===== src/rtl/uart_rx_fifo.sv =====
// uart_rx_fifo: receive-side byte buffer behind the UART receiver.
// First-word-fall-through: dout always shows the oldest stored byte.
// Strobe semantics: wr and rd are single-cycle strobes and there is no
// back-pressure handshake. A write is accepted when wr=1 and the FIFO is
// not full, or when it is full but a pop happens in the same cycle. A
// write that is not accepted is dropped and sets overrun. A read is
// accepted when rd=1 and the FIFO is not empty. A read on an empty FIFO
// is ignored and raises no flag.
module uart_rx_fifo #(
    parameter int DATA_WIDTH = 8,
    parameter int ADDR_WIDTH = 4,
    parameter int AF_LEVEL   = 12
) (
    input  logic                  clk,
    input  logic                  reset,
    input  logic                  wr,
    input  logic [DATA_WIDTH-1:0] din,
    input  logic                  rd,
    output logic [DATA_WIDTH-1:0] dout,
    output logic                  empty,
    output logic                  full,
    output logic [ADDR_WIDTH:0]   count,
    output logic                  almost_full,
    output logic                  overrun,
    input  logic                  clr_overrun
);

    localparam int                DEPTH   = 2 ** ADDR_WIDTH;
    localparam logic [ADDR_WIDTH:0] DEPTH_C = (ADDR_WIDTH+1)'(DEPTH);
    localparam logic [ADDR_WIDTH:0] AF_C    = (ADDR_WIDTH+1)'(AF_LEVEL);

    logic [DATA_WIDTH-1:0] r_mem [DEPTH];
    logic [ADDR_WIDTH-1:0] r_wr_ptr;
    logic [ADDR_WIDTH-1:0] r_rd_ptr;
    logic [ADDR_WIDTH:0]   r_count;
    logic                  r_overrun;

    logic w_empty;
    logic w_full;
    logic w_do_wr;
    logic w_do_rd;
    logic w_drop;

    // Flags come only from the registered count, never from rd/wr.
    assign w_empty = (r_count == '0);
    assign w_full  = (r_count == DEPTH_C);

    // A full FIFO still accepts a write when a pop frees a slot this cycle.
    assign w_do_wr = wr & (~w_full | rd);
    assign w_do_rd = rd & ~w_empty;
    assign w_drop  = wr & w_full & ~rd;

    assign empty       = w_empty;
    assign full        = w_full;
    assign count       = r_count;
    assign almost_full = (r_count >= AF_C);
    assign overrun     = r_overrun;
    assign dout        = w_empty ? '0 : r_mem[r_rd_ptr];

    // Storage array: written on accepted writes, contents not reset.
    always_ff @(posedge clk) begin
        if (w_do_wr) begin
            r_mem[r_wr_ptr] <= din;
        end
    end

    // Pointers and occupancy; full and empty are told apart by count.
    always_ff @(posedge clk) begin
        if (reset) begin
            r_wr_ptr <= '0;
            r_rd_ptr <= '0;
            r_count  <= '0;
        end else begin
            if (w_do_wr) begin
                r_wr_ptr <= r_wr_ptr + 1'b1;
            end
            if (w_do_rd) begin
                r_rd_ptr <= r_rd_ptr + 1'b1;
            end
            case ({w_do_wr, w_do_rd})
                2'b10:   r_count <= r_count + 1'b1;
                2'b01:   r_count <= r_count - 1'b1;
                default: r_count <= r_count;
            endcase
        end
    end

    // Sticky overrun: a dropped write wins over a same-cycle clear.
    always_ff @(posedge clk) begin
        if (reset) begin
            r_overrun <= 1'b0;
        end else if (w_drop) begin
            r_overrun <= 1'b1;
        end else if (clr_overrun) begin
            r_overrun <= 1'b0;
        end
    end

    // Configuration guard: the almost-full threshold must lie in 1..DEPTH.
    always_ff @(posedge clk) begin
        if (!reset) begin
            af_level_legal: assert (AF_LEVEL >= 1 && AF_LEVEL <= DEPTH)
                else $error("uart_rx_fifo: AF_LEVEL %0d outside 1..%0d", AF_LEVEL, DEPTH);
        end
    end

endmodule


===== config.mk =====
export PLATFORM = sky130hd
export DESIGN_NAME = uart_rx_fifo
export DESIGN_NICKNAME = d
export VERILOG_FILES = /design/src/rtl/uart_rx_fifo.sv
export SDC_FILE = /design/constraint.sdc
export NUM_CORES = 1
export LEC_CHECK = 0
export BUFFER_PORTS_ARGS = -buffer_cell sky130_fd_sc_hd__buf_2
export CAP_MARGIN = 30
export CORE_ASPECT_RATIO = 1.5
export CORE_MARGIN = 2
export CORE_UTILIZATION = 53
export DETAILED_ROUTE_END_ITERATION = 8
export PLACE_DENSITY = 0.73
export SYNTH_ARGS = -nofsm -noshare
export SYNTH_HDL_FRONTEND = slang
export SYNTH_SLANG_ARGS = --single-unit

===== constraint.sdc =====
create_clock -name clk -period 2.8 [get_ports clk]
set_input_delay 0.56 -clock clk [delete_from_list [all_inputs] [get_ports clk]]
set_output_delay 0.56 -clock clk [all_outputs]
set_load 0.02 [all_outputs]

==> metrics.cfg <==
[layout]
area_growth_pct = 20.0
final_cell_mix = edfxtp_1, mux4_2, buf_4
diodes = 0
drive_above_1_share = 0.368
nets = 420
final_common_cell = edfxtp_1
fin_area_mm2 = 0.00720

[synthesis]
ys_seq_area_frac = 0.701
synth_flop_cell = edfxtp_1
async_reset_ff_frac = 0
syn_area_per_cell_um2 = 17.8
netlist_instances = 337
ys_ff_latch = 146
syn_nets = 359
synth_area_mm2 = 0.00600
synth.distinct_cells = 47
yosysWarningCount = 0
synth_edf_count = 128

[cts]
htreeDepth = 4
root_buffer = clkbuf_16
cts-buffers-inserted = 17
clk_pin_slew_ns = 0.06
clock_path_buffers = 2
clock_latency_ns = 0.41
cts_tree = built
cts_sinks = 146
postCtsHoldBufs = 0

[place]
place_area_mm2 = 0.00652
routabilityCongestion = 0.766
hpwl_um = 7690
numPortBuffers = 29

[route]
via_per_inst = 5.65
drc = 0
wl_per_cell_um = 20.7
wirelength_um = 11600
drt_iter0_drc = 175
dr.pass1.iters = 4
num_vias = 3145
postRouteAntennaNets = 0

[floorplanning]
initial_core_util = 0.543
rows = 47
dieArea_mm2 = 0.0122
die_width_um = 90.9
core_area_mm2 = 0.0111
die_height_um = 134
pin_count = 30

[timing]
finalMaxSlewViolations = 0
rsz0062_at_grt = yes
slew_headroom = 0.412
finalSetupViolations = 0
setup_tns_ns = 0
final-hold-violation-count = 0
period_minus_slack_ns = 2.71
tightest_slew_ns = 0.879
max_freq_mhz = 369
min_period_over_period = 0.969
finClkSkew_ns = 0.00454

[power]
p_comb_frac = 0.276
seqPwrFrac = 0.382
p_leak_nw = 2.44
power.switching_mw = 1.90
p_int_mw = 4.77
peakVddDrop_mv = 0.738
p_per_area_mw_per_mm2 = 926
sw_frac_of_total = 0.284
clkPwrFrac = 0.341

[grt]
antenna_found_initial = 0
gr-total-overflow = 0
grt.total_usage = 0.203
use_met2 = 0.371
grt_pass1_vias = 3352
use_met1 = 0.232
grt_pass1_wl_um = 18100
gr-usage-met3 = 0.0545
grt_max_degree = 33
grt-busiest-layer = met2

[setup_path]
rr_startpoint = count[0]
r2r_cells = 11
r2r_end = count[4]
reg2reg_slack_ns = 0.09
required_ns = 3.15
worstSetupPathType = reg -> reg
end_kind = flip-flop
cp_max_fo = 5
startpoint_type = flip-flop
worstPathArrival_ns = 3.07

[job]
drv_cap = 0

[worst_hold_path]
hp-start = clr_overrun
whs_path_depth = 4
hold_path.class = in -> reg
min_to = overrun

[run_status]
status = completed

-- worst max-delay path by stage --
stage / start / to / cells past startpoint
after detailed placement: count[0] / count[4] / 10
after floorplan: count[2] / count[4] / 13
final: count[0] / count[4] / 11
after global routing: flip-flop / dout[6] / 6
after CTS: count[0] / count[4] / 10
after global placement: count[0] / count[4] / 10
-- power groups by stage --
| stage | Clock (mW) | Combinational (mW) | Sequential (mW) |
|---|---|---|---|
| global route | 2.40 | 1.99 | 2.56 |
| finish | 2.28 | 1.84 | 2.55 |
| CTS | 2.30 | 1.79 | 2.55 |
| global placement | 0 | 1.70 | 2.61 |
| detailed placement | 0 | 1.73 | 2.62 |
| floorplan | 0 | 1.19 | 2.62 |
-- state kept, by name (all words and copies together) (netlist names), named ones only --
signal	flops
r_mem	128
count	5
r_rd_ptr	4
r_wr_ptr	4
overrun	1
-- synthesized netlist by cell type, types with 2 or more instances --
library cell    n  area share
buf_4           2      0.0025
inv_1           8      0.0050
o21ai_2         2      0.0029
xnor2_1         2      0.0029
o21a_1          2      0.0025
clkbuf_1        6      0.0038
xor2_1          5      0.0073
or3_1           2      0.0021
nor2b_1         8      0.0083
a21oi_1         2      0.0017
nand2b_1        3      0.0031
o21ai_0         2      0.0017
buf_2           9      0.0075
nand3_1         4      0.0033
nand2_1        10      0.0063
a211oi_1       16       0.020
nor2_1         22       0.014
a21oi_2         2      0.0029
buf_1           2      0.0013
buf_6           2      0.0038
mux2i_1        10       0.017
nor3b_1         2      0.0025
edfxtp_1      128        0.64
mux4_2         32        0.12
ha_1            9       0.019
nor3_1          7      0.0058
dfxtp_1        18       0.060
-- worst max-delay path, stage by stage (launching register included) --
cell and delay, ns:
dfxtp_2 0.32, or4_4 0.53, buf_4 0.19, o21ai_4 0.14
inv_2 0.07, ha_4 0.18, xor2_1 0.14, ha_2 0.20
a21oi_2 0.05, a221oi_2 0.28, or4b_4 0.50, nand3_2 0.07
-- cell families (layout without fill, tap and decap cells) --
family,Yosys count,after routing,share of synthesized area
AOI/OAI and AO/OA,34,34,0.0482
xor gates and xnor gates,7,7,0.0102
and+or+nand+nor,69,69,0.0603
DFF,146,146,0.701
buffers and inverters,30,103,0.0252
adders and majority gates,9,9,0.0188
muxes,42,42,0.137
-- per-stage QoR --
| stage | hold WS [ns] | util | power (mW) | std cells | setup WS [ns] |
|---|---|---|---|---|---|
| 3_3_place_gp | 0.471 | 0.590 | 4.31 | 524 | 0.0913 |
| 5_1_grt | 0.468 | 0.651 | 6.95 | 557 | -0.00144 |
| 2_1_floorplan | 0.487 | - | 3.81 | 337 | -0.228 |
| 6_report | 0.453 | 0.651 | 6.67 | 557 | 0.0871 |
| 4_1_cts | 0.443 | 0.646 | 6.64 | 557 | 0.0222 |
| 3_5_place_dp | 0.496 | 0.590 | 4.35 | 524 | 0.0342 |
-- metal layers --
metal	part of all wire	wire [um]
met1	0.39	4560
met2	0.55	6400
met3	0.032	368
met4	0.020	227
met5	0	0
-- area by class of cell --
| type | count | area, um2 |
|---|---|---|
| multi-input combinational | 161 | 1730 |
| tap | 147 | 184 |
| sequential | 146 | 4210 |
| inverter | 9 | 38.8 |
| timing repair buffer | 63 | 438 |
| fill | 792 | 3850 |
| clock buffer | 19 | 433 |
| clock inverter | 12 | 165 |
-- what timing repair did --
item | CTS | global route
pin swaps | 0 | 3
endpoints found under the hold margin | 0 | 0
setup endpoints to repair | 8 | 9
gates cloned | 0 | 0
resized for setup | 1 | 11
buffers inserted | 2 | 0
No activity file was read; power rests on OpenSTA's default activity.
